## src/rtl/ysyx_23060240_mem_arbiter.sv

```systemverilog
// Round-robin arbiter sharing one memory port between IFU (read-only) and LSU.
// One transaction in flight; responses are routed to the owner, with a response timeout.
module ysyx_23060240_mem_arbiter #(
  parameter int unsigned TIMEOUT = 1024
) (
  input  logic        clk,
  input  logic        rst,
  input  logic        ifu_req_valid,
  output logic        ifu_req_ready,
  input  logic [31:0] ifu_addr,
  output logic        ifu_resp_valid,
  input  logic        ifu_resp_ready,
  output logic [31:0] ifu_rdata,
  output logic        ifu_resp_err,
  input  logic        lsu_req_valid,
  output logic        lsu_req_ready,
  input  logic [31:0] lsu_addr,
  input  logic [31:0] lsu_wdata,
  input  logic        lsu_wen,
  input  logic [3:0]  lsu_wmask,
  output logic        lsu_resp_valid,
  input  logic        lsu_resp_ready,
  output logic [31:0] lsu_rdata,
  output logic        lsu_resp_err,
  output logic        mem_req_valid,
  input  logic        mem_req_ready,
  output logic [31:0] mem_addr,
  output logic [31:0] mem_wdata,
  output logic        mem_wen,
  output logic [3:0]  mem_wmask,
  input  logic        mem_resp_valid,
  output logic        mem_resp_ready,
  input  logic [31:0] mem_rdata,
  input  logic        mem_resp_err,
  output logic [1:0]  owner
);

  typedef enum logic [1:0] {S_IDLE, S_REQ, S_WAIT, S_ERR} state_e;

  localparam logic [1:0]  OWN_NONE = 2'b00;
  localparam logic [1:0]  OWN_IFU  = 2'b01;
  localparam logic [1:0]  OWN_LSU  = 2'b10;
  localparam bit          TMO_EN   = (TIMEOUT != 0);
  localparam logic [15:0] TMO_LAST = TMO_EN ? 16'(TIMEOUT - 1) : 16'd0;

  state_e      state_q, state_d;
  logic [1:0]  owner_q, owner_d;
  logic        last_lsu_q, last_lsu_d;
  logic [15:0] cnt_q, cnt_d;
  logic [31:0] addr_q, addr_d;
  logic [31:0] wdata_q, wdata_d;
  logic        wen_q, wen_d;
  logic [3:0]  wmask_q, wmask_d;

  logic        pick_lsu, pick_ifu, tmo_hit, owner_resp_ready;
  logic        resp_valid, resp_err;
  logic [31:0] resp_rdata;

  always_ff @(posedge clk) begin
    if (!rst) begin
      state_q    <= S_IDLE;
      owner_q    <= OWN_NONE;
      last_lsu_q <= 1'b0;
      cnt_q      <= 16'd0;
      addr_q     <= 32'd0;
      wdata_q    <= 32'd0;
      wen_q      <= 1'b0;
      wmask_q    <= 4'd0;
    end else begin
      state_q    <= state_d;
      owner_q    <= owner_d;
      last_lsu_q <= last_lsu_d;
      cnt_q      <= cnt_d;
      addr_q     <= addr_d;
      wdata_q    <= wdata_d;
      wen_q      <= wen_d;
      wmask_q    <= wmask_d;
    end
  end

  // On a tie the master that did not win last time is picked.
  assign pick_lsu         = lsu_req_valid && (!ifu_req_valid || !last_lsu_q);
  assign pick_ifu         = ifu_req_valid && !pick_lsu;
  assign tmo_hit          = TMO_EN && (cnt_q == TMO_LAST);
  assign owner_resp_ready = (owner_q == OWN_LSU) ? lsu_resp_ready : ifu_resp_ready;

  always_comb begin
    state_d        = state_q;
    owner_d        = owner_q;
    last_lsu_d     = last_lsu_q;
    cnt_d          = cnt_q;
    addr_d         = addr_q;
    wdata_d        = wdata_q;
    wen_d          = wen_q;
    wmask_d        = wmask_q;
    ifu_req_ready  = 1'b0;
    lsu_req_ready  = 1'b0;
    mem_resp_ready = 1'b1;
    resp_valid     = 1'b0;
    resp_err       = 1'b0;
    resp_rdata     = 32'd0;

    unique case (state_q)
      S_IDLE: begin
        ifu_req_ready = rst && pick_ifu;
        lsu_req_ready = rst && pick_lsu;
        if (pick_lsu) begin
          addr_d     = lsu_addr;
          wdata_d    = lsu_wdata;
          wen_d      = lsu_wen;
          wmask_d    = lsu_wmask;
          owner_d    = OWN_LSU;
          last_lsu_d = 1'b1;
          cnt_d      = 16'd0;
          state_d    = S_REQ;
        end else if (pick_ifu) begin
          addr_d     = ifu_addr;
          wdata_d    = 32'd0;
          wen_d      = 1'b0;
          wmask_d    = 4'd0;
          owner_d    = OWN_IFU;
          last_lsu_d = 1'b0;
          cnt_d      = 16'd0;
          state_d    = S_REQ;
        end
      end
      S_REQ: begin
        cnt_d = cnt_q + 16'd1;
        if (mem_req_ready)  state_d = S_WAIT;
        else if (tmo_hit)   state_d = S_ERR;
      end
      S_WAIT: begin
        cnt_d          = cnt_q + 16'd1;
        mem_resp_ready = owner_resp_ready;
        resp_valid     = mem_resp_valid;
        resp_err       = mem_resp_err;
        resp_rdata     = mem_rdata;
        if (mem_resp_valid && owner_resp_ready) begin
          owner_d = OWN_NONE;
          state_d = S_IDLE;
        end else if (tmo_hit) begin
          state_d = S_ERR;
        end
      end
      S_ERR: begin
        resp_valid = 1'b1;
        resp_err   = 1'b1;
        if (owner_resp_ready) begin
          owner_d = OWN_NONE;
          state_d = S_IDLE;
        end
      end
      default: state_d = S_IDLE;
    endcase
  end

  // Only the owner ever sees a response; the other master gets zeros.
  assign ifu_resp_valid = (owner_q == OWN_IFU) && resp_valid;
  assign ifu_resp_err   = (owner_q == OWN_IFU) && resp_err;
  assign ifu_rdata      = (owner_q == OWN_IFU) ? resp_rdata : 32'd0;
  assign lsu_resp_valid = (owner_q == OWN_LSU) && resp_valid;
  assign lsu_resp_err   = (owner_q == OWN_LSU) && resp_err;
  assign lsu_rdata      = (owner_q == OWN_LSU) ? resp_rdata : 32'd0;

  assign mem_req_valid = (state_q == S_REQ);
  assign mem_addr      = addr_q;
  assign mem_wdata     = wdata_q;
  assign mem_wen       = wen_q;
  assign mem_wmask     = wmask_q;
  assign owner         = owner_q;

endmodule

```

## config.mk

```make
export PLATFORM = sky130hd
export DESIGN_NAME = ysyx_23060240_mem_arbiter
export DESIGN_NICKNAME = d
export VERILOG_FILES = /design/src/rtl/ysyx_23060240_mem_arbiter.sv
export SDC_FILE = /design/constraint.sdc
export NUM_CORES = 1
export LEC_CHECK = 0
export CAP_MARGIN = 30
export CORE_ASPECT_RATIO = 1.25
export CORE_MARGIN = 4
export CORE_UTILIZATION = 38
export DETAILED_ROUTE_END_ITERATION = 6
export GPL_ROUTABILITY_DRIVEN = 0
export PLACE_DENSITY = 0.86
export SYNTH_ARGS = -nofsm -noshare
export SYNTH_HDL_FRONTEND = slang
export SYNTH_SLANG_ARGS = --single-unit
export TNS_END_PERCENT = 1
```

## constraint.sdc

```tcl
create_clock -name clk -period 3.7 [get_ports clk]
set_input_delay 0.37 -clock clk [delete_from_list [all_inputs] [get_ports clk]]
set_output_delay 0.37 -clock clk [all_outputs]
set_load 0.01 [all_outputs]
```

==> results by group, run 1 <==
Run status
  – Status: finished, final reports clean

Finish
  – Layout cells sized above 1: 4.46%
  – Most common cell after layout, fill and taps aside: clkdlybuf4s50_1
  – Most frequent cells in the layout: clkdlybuf4s50_1 (284), dfxtp_1 (90), nor2_1 (88)
  – Fin cells: a little under 900
  – Nets: 883
  – Area growth syn-to-layout: 78.6%

STA
  – Slew margin rel.: 55.9%
  – Tmin final: between 2 and 3 ns
  – Final Cycle Share: 71.0%
  – Worst-margin pin slew: 0.657 ns
  – Unrepaired setup endpoints after global routing: false
  – Fin. Hold Viols: 0
  – Peak Freq: 380 MHz
  – Final worst slack: 1.07 ns
  – Total Neg Setup Slack: 0 ns
  – Clock Skew: roughly 0.0060 ns
  – Max-slew violation count: 0
  – Final setup fails: 0

Logic synthesis
  – Post-synthesis sequential area ratio: 43.6%
  – Async SR Flop Fraction: 0%
  – Syn Inst Count: ~470
  – Post-synth EDFFs: 0
  – Syn Area/Cell: a little under 9 um^2
  – Primary FF master, synth: dfxtp_1
  – Synth Net Count: 618
  – Ys Warns: 0
  – Synth cell types: 39
  – FF+latch count, synth: 90
  – Mapped Area: ~0.0041 mm^2

Setup path
  – Worst path depth: 5
  – Top delay family on crit path: buffers and inverters
  – Critical-path cell list: clkdlybuf4s50_1 -> a21boi_4 -> buf_4 -> nor2_1 -> clkdlybuf4s50_1
  – CP Capture Type: primary output
  – Reg2reg path depth: 7
  – Worst-path maximum fanout: 35
  – CP Launch Type: input pin
  – Critical Path RT: 3.33 ns
  – Critical path class: input pin to primary output
  – CP most frequent cell: clkdlybuf4s50_1
  – CP max stage delay: 0.58 ns
  – Critical path buffers and inverters: 3
  – CP arrival: 2.26 ns
  – Slowest cell on crit path: clkdlybuf4s50_1

Drt
  – DR iter-0 viols: 181
  – Detail Route Antenna Nets: 0
  – 1st-pass router iterations: 4
  – Vias/cell: 5.08
  – WL/cell: 16.9 um
  – Vias: between 4000 and 5000
  – Final wirelength: 14.7 mm
  – Residual DRC: 0

GRT
  – Initial antenna violation count: 2
  – Vias in the first global route: 4650
  – GR Overflow Total: 0
  – Overall Global Routing Usage: 23.1%
  – Largest net degree at the start of global routing: 65
  – First-pass GRT wire length: 23.2 mm

Power and ir drop
  – Leakage: 3.02 nW
  – Peak VDD IR: 0.000314 V
  – PnR Total Power: approximately 2.9 mW
  – Power Density: between 300 and 400 mW/mm^2

Run
  – Max Cap Viol: 0

CTS
  – Clock root buffer: clkbuf_16
  – Worst-Skew Late Latency: roughly 0.34 ns
  – Post-CTS sizing: 0
  – Reg clk slew, reported paths: 0.06 ns
  – CTS max path bufs: 2
  – TritonCTS clock tree: done
  – Hold Buf Count CTS: 0
  – CTS buffer count: 9
  – H-Tree Depth: 3
  – Post-CTS Setup Inserts: 0
  – CTS Sinks: 90

Worst hold path
  – Hold WC Path Type: flip-flop to flip-flop
  – Hold Crit Depth: 1

Placed design
  – Post-placement cell count: 857
  – IO Port Bufs: 284
  – DP Wirelength: 12.0 mm
  – DP Worst Slack: 1.06 ns

Floorplanning
  – Chip Width: 101 um
  – Core ar.: 0.0106 mm^2
  – Site Rows: 42
  – Io pins: 285
  – Starting density of the core: ~39%
  – Vert. Die Dim: 125 um
  – Die area: 0.0126 mm^2
[cell usage after synthesis, types with 2 or more instances]
| cell type | count | area, um^2 |
|---|---|---|
| a21oi_1 | 5 | 25.0 |
| a22o_1 | 38 | 333 |
| and2_1 | 3 | 18.8 |
| and4_1 | 2 | 17.5 |
| buf_1 | 9 | 33.8 |
| buf_2 | 10 | 50.1 |
| clkbuf_1 | 20 | 75.1 |
| dfxtp_1 | 90 | 1800 |
| ha_1 | 5 | 62.6 |
| inv_1 | 5 | 18.8 |
| mux2i_1 | 34 | 340 |
| nand2_1 | 73 | 274 |
| nand2b_1 | 2 | 12.5 |
| nand3_1 | 10 | 50.1 |
| nand4_1 | 4 | 25.0 |
| nor2_1 | 88 | 330 |
| nor2b_1 | 2 | 12.5 |
| nor3_1 | 2 | 10.0 |
| o211a_1 | 32 | 320 |
| o21ai_0 | 5 | 25.0 |
| o21ai_1 | 2 | 10.0 |
| xor2_1 | 13 | 114 |
[registers in the layout, indices dropped and copies added (netlist names)]
signal      flops
mem_wen         1
mem_addr       32
cnt_q          16
last_lsu_q      1
state_q         2
mem_wmask       4
mem_wdata      32
owner           2
[per-layer routing]
layer  up-vias  global-route usage, %  routed length [um]
li1       2155                      -                   -
met1      2047                   22.5                4960
met2       198                   41.9                7720
met3        31                   9.08                1560
met4         2                   10.2                 478
met5         -                      0                  13
[through the flow]
step           area (um^2)  hold WS (ns)  utilization (%)
5_1_grt               7370         0.499             69.4
4_1_cts               7370         0.477             69.4
3_5_place_dp          7090         0.455             66.8
3_3_place_gp          7050         0.456             66.4
2_1_floorplan         4130         0.427                -
6_report              7370         0.472             69.4
[path summary, 6_finish.rpt]
kind	start	end	slack [ns]
setup reg to reg	state_q[1]	cnt_q[6]	1.47
hold reg to reg	mem_wdata[17]	mem_wdata[17]	0.47
setup / recovery	lsu_req_valid	ifu_req_ready	1.07
hold / removal	mem_wdata[17]	mem_wdata[17]	0.47
[layout make-up]
class	count	area, um^2
fill	826	3240
timing repair buffer	293	2940
multi-input combinational	337	2170
sequential	90	1800
clock buffer	10	239
tap	132	165
clock inverter	5	40.0
inverter	5	18.8
antenna	1	2.50
[kinds of logic after synthesis]
kind of cell    Yosys count  share of synthesized area [%]
fa+ha+maj                 5                           1.52
mux                      34                           8.25
xor+xnor                 14                           2.97
simple gates            194                           20.2
flops                    90                           43.6
compound gates           90                           19.1
buf+inv                  44                           4.30
[report_power, final]
part	total (mW)	internal [mW]	switching, mW
logic	0.878	0.484	0.394
registers	1.15	1.09	0.0675
clock network	0.856	0.473	0.383
Note: power is estimated with default switching activity, not from simulation.
==> run 2: changes to the inputs <==
--- a/config.mk
+++ b/config.mk
@@ -8,10 +8,10 @@
 export CAP_MARGIN = 30
 export CORE_ASPECT_RATIO = 1.25
 export CORE_MARGIN = 4
-export CORE_UTILIZATION = 38
+export CORE_UTILIZATION = 32
 export DETAILED_ROUTE_END_ITERATION = 6
 export GPL_ROUTABILITY_DRIVEN = 0
-export PLACE_DENSITY = 0.86
+export PLACE_DENSITY = 0.77
 export SYNTH_ARGS = -nofsm -noshare
 export SYNTH_HDL_FRONTEND = slang
 export SYNTH_SLANG_ARGS = --single-unit
==> constraint.sdc (replaced) <==
create_clock -name clk -period 2.3 [get_ports clk]
set_input_delay 0.23 -clock clk [delete_from_list [all_inputs] [get_ports clk]]
set_output_delay 0.23 -clock clk [all_outputs]
set_load 0.01 [all_outputs]
==> results by group, run 2 (same netlist as run 1, synthesis figures left out) <==
Drt
  – WL/cell: 16.4 um (-2.9%)
  – Vias: 4501 (+1.5%)
  – Vias/cell: 4.90 (-3.4%)
  – Residual DRC: 0 (unchanged)
  – 1st-pass router iterations: 4 (unchanged)
  – Detail Route Antenna Nets: 0 (unchanged)
  – Final wirelength: 15.0 mm (+2.1%)
  – DR iter-0 viols: 270 (+49%)

Power and ir drop
  – Power Density: 637 mW/mm^2 (+63%)
  – Internal power: 3.46 mW (+70%)
  – PnR Total Power: 4.83 mW (+67%)
  – Sw Ratio: 28.3% (-0.92 points)
  – Flop pwr share: 38.4% (-1.5 points)
  – Peak VDD IR: 0.000515 V (+64%)
  – Logic pwr share: 30.2% (-0.2 points)
  – Leakage: 3.45 nW (+14%)
  – Switch Pwr: 1.37 mW (+62%)
  – Clock power frac: 31.4% (+1.8 points)

CTS
  – H-Tree Depth: 3 (unchanged)
  – CTS max path bufs: 2 (unchanged)
  – Reg clk slew, reported paths: 0.06 ns (about the same)
  – CTS buffer count: 9 (unchanged)
  – Worst-Skew Late Latency: 0.34 ns (about the same)
  – TritonCTS clock tree: done
  – Clock root buffer: clkbuf_16
  – CTS Sinks: 90 (unchanged)

Placed design
  – Post-placement cell count: 901 (+5.1%)
  – IO Port Bufs: 284 (unchanged)
  – DP Worst Slack: 0.143 ns (-0.917 ns)
  – DP Wirelength: 12.2 mm (+1.7%)

Finish
  – Most common cell after layout, fill and taps aside: clkdlybuf4s50_1
  – Area growth syn-to-layout: 83.9%
  – Most frequent cells in the layout: clkdlybuf4s50_1 (265), dfxtp_1 (89), nor2_1 (87)
  – Layout cells sized above 1: 6.28% (+1.8 points)
  – Nets: 891 (+0.91%)
  – Fin cells: 918 (+5.2%)

GRT
  – Vias in the first global route: 4586 (-1.4%)
  – Initial antenna violation count: 3 (+1)
  – Overall Global Routing Usage: 19.4% (-3.8 points)
  – GR Overflow Total: 0 (unchanged)
  – Largest net degree at the start of global routing: 43 (-34%)
  – First-pass GRT wire length: 22.6 mm (-2.7%)

STA
  – Max-slew violation count: 0 (unchanged)
  – Clock Skew: 0.00506 ns (-0.000965 ns)
  – Tmin final: 2.18 ns
  – Peak Freq: 459 MHz
  – Unrepaired setup endpoints after global routing: false
  – Fin. Hold Viols: 0 (unchanged)
  – Total Neg Setup Slack: 0 ns (unchanged)
  – Final setup fails: 0 (unchanged)
  – Worst-margin pin slew: 0.508 ns (-0.149 ns)
  – Slew margin rel.: 66.1% (+10 points)
  – Final worst slack: 0.120 ns (-0.952 ns)
  – Final Cycle Share: 94.8%

Run status
  – Status: finished, final reports clean

Setup path
  – CP Capture Type: primary output
  – Top delay family on crit path: buffers and inverters
  – Critical path class: flip-flop to primary output
  – Critical Path RT: 2.07 ns (-1.26 ns)
  – CP Launch Type: flip-flop
  – Critical path buffers and inverters: 3 (unchanged)
  – Critical-path cell list: inv_2 -> ha_2 -> buf_12 -> nand2_1 -> nor2_1 -> clkdlybuf4s50_1
  – Worst-path maximum fanout: 37 (+5.7%)
  – Slowest cell on crit path: clkdlybuf4s50_1
  – Flop-to-flop setup slack: 0.32 ns (-1.15 ns)
  – CP arrival: 1.95 ns (-0.31 ns)
  – CP max stage delay: 0.54 ns (-0.04 ns)

Floorplanning
  – Starting density of the core: 32.6% (-6.3 points)
  – Die area: 0.0148 mm^2 (+17%)
  – Chip Width: 110 um (+8.3%)
  – Vert. Die Dim: 135 um (+8.4%)
  – Io pins: 285 (unchanged)
  – Core ar.: 0.0127 mm^2 (+19%)
  – Site Rows: 46 (+9.5%)

Worst hold path
  – Hold WC Path Type: flip-flop to flip-flop

Run
  – Max Cap Viol: 0 (unchanged)
run 2: cell types whose count changed in the layout (fill, tap and decap cells not counted), sizes merged:
| cell | delta |
|---|---|
| clkinvlp | -2 |
| dlymetal6s2s | +19 |
| clkbuf | +1 |
| clkdlybuf4s50 | -19 |
| bufinv | +1 |
| inv | +1 |
| buf | +8 |
run 2: power groups by stage:
stage               Sequential, mW  Clock [mW]  Combinational [mW]
floorplan                     1.95           0               0.572
global placement              1.88           0                1.41
detailed placement            1.88           0                1.46
global route                  1.88        1.60                1.58
CTS                           1.86        1.54                1.47
finish                        1.86        1.52                1.46
run 2: through the flow:
stage | util (%) | instance area, um^2 | hold slack [ns]
floorplan | - | 4130 | 0.363
global placement | 56.8 | 7200 | 0.456
detailed placement | 57.0 | 7220 | 0.460
CTS | 59.5 | 7530 | 0.479
global route | 59.9 | 7590 | 0.489
finish | 59.9 | 7590 | 0.477
run 2: final timing paths:
kind             endpoint       start  depth (start not counted)
max          ifu_rdata[2]  state_q[0]                          6
min               mem_wen     mem_wen                          1
max reg2reg     cnt_q[15]  state_q[0]                          8
min reg2reg       mem_wen     mem_wen                          1
run 2: area by class of cell:
| cell class | count | area (um^2) |
|---|---|---|
| repair buffers | 301 | 3070 |
| fillers | 1083 | 5070 |
| diodes | 1 | 2.50 |
| flip-flops and latches | 90 | 1800 |
| clock inverters | 5 | 60.1 |
| well taps | 168 | 210 |
| multi-input cells | 337 | 2170 |
| clock buffers | 11 | 253 |
| inverters | 5 | 18.8 |
run 2: metal layers:
layer  share of wire, %  GRT usage, %  wire length, um  vias up
met4                2.7          6.58              399        4
li1                   -             -                -     2168
met2                 50          35.6             7530      239
met1                 34          19.0             5180     2060
met5               0.19             0               29        -
met3                 13          8.42             1900       30
run 2: what timing repair did:
item	4_1_cts	5_1_grt
hold buffers	0	0
gates resized for setup	1	23
pin swaps	0	0
setup buffers	0	0
setup endpoints to repair	1	34
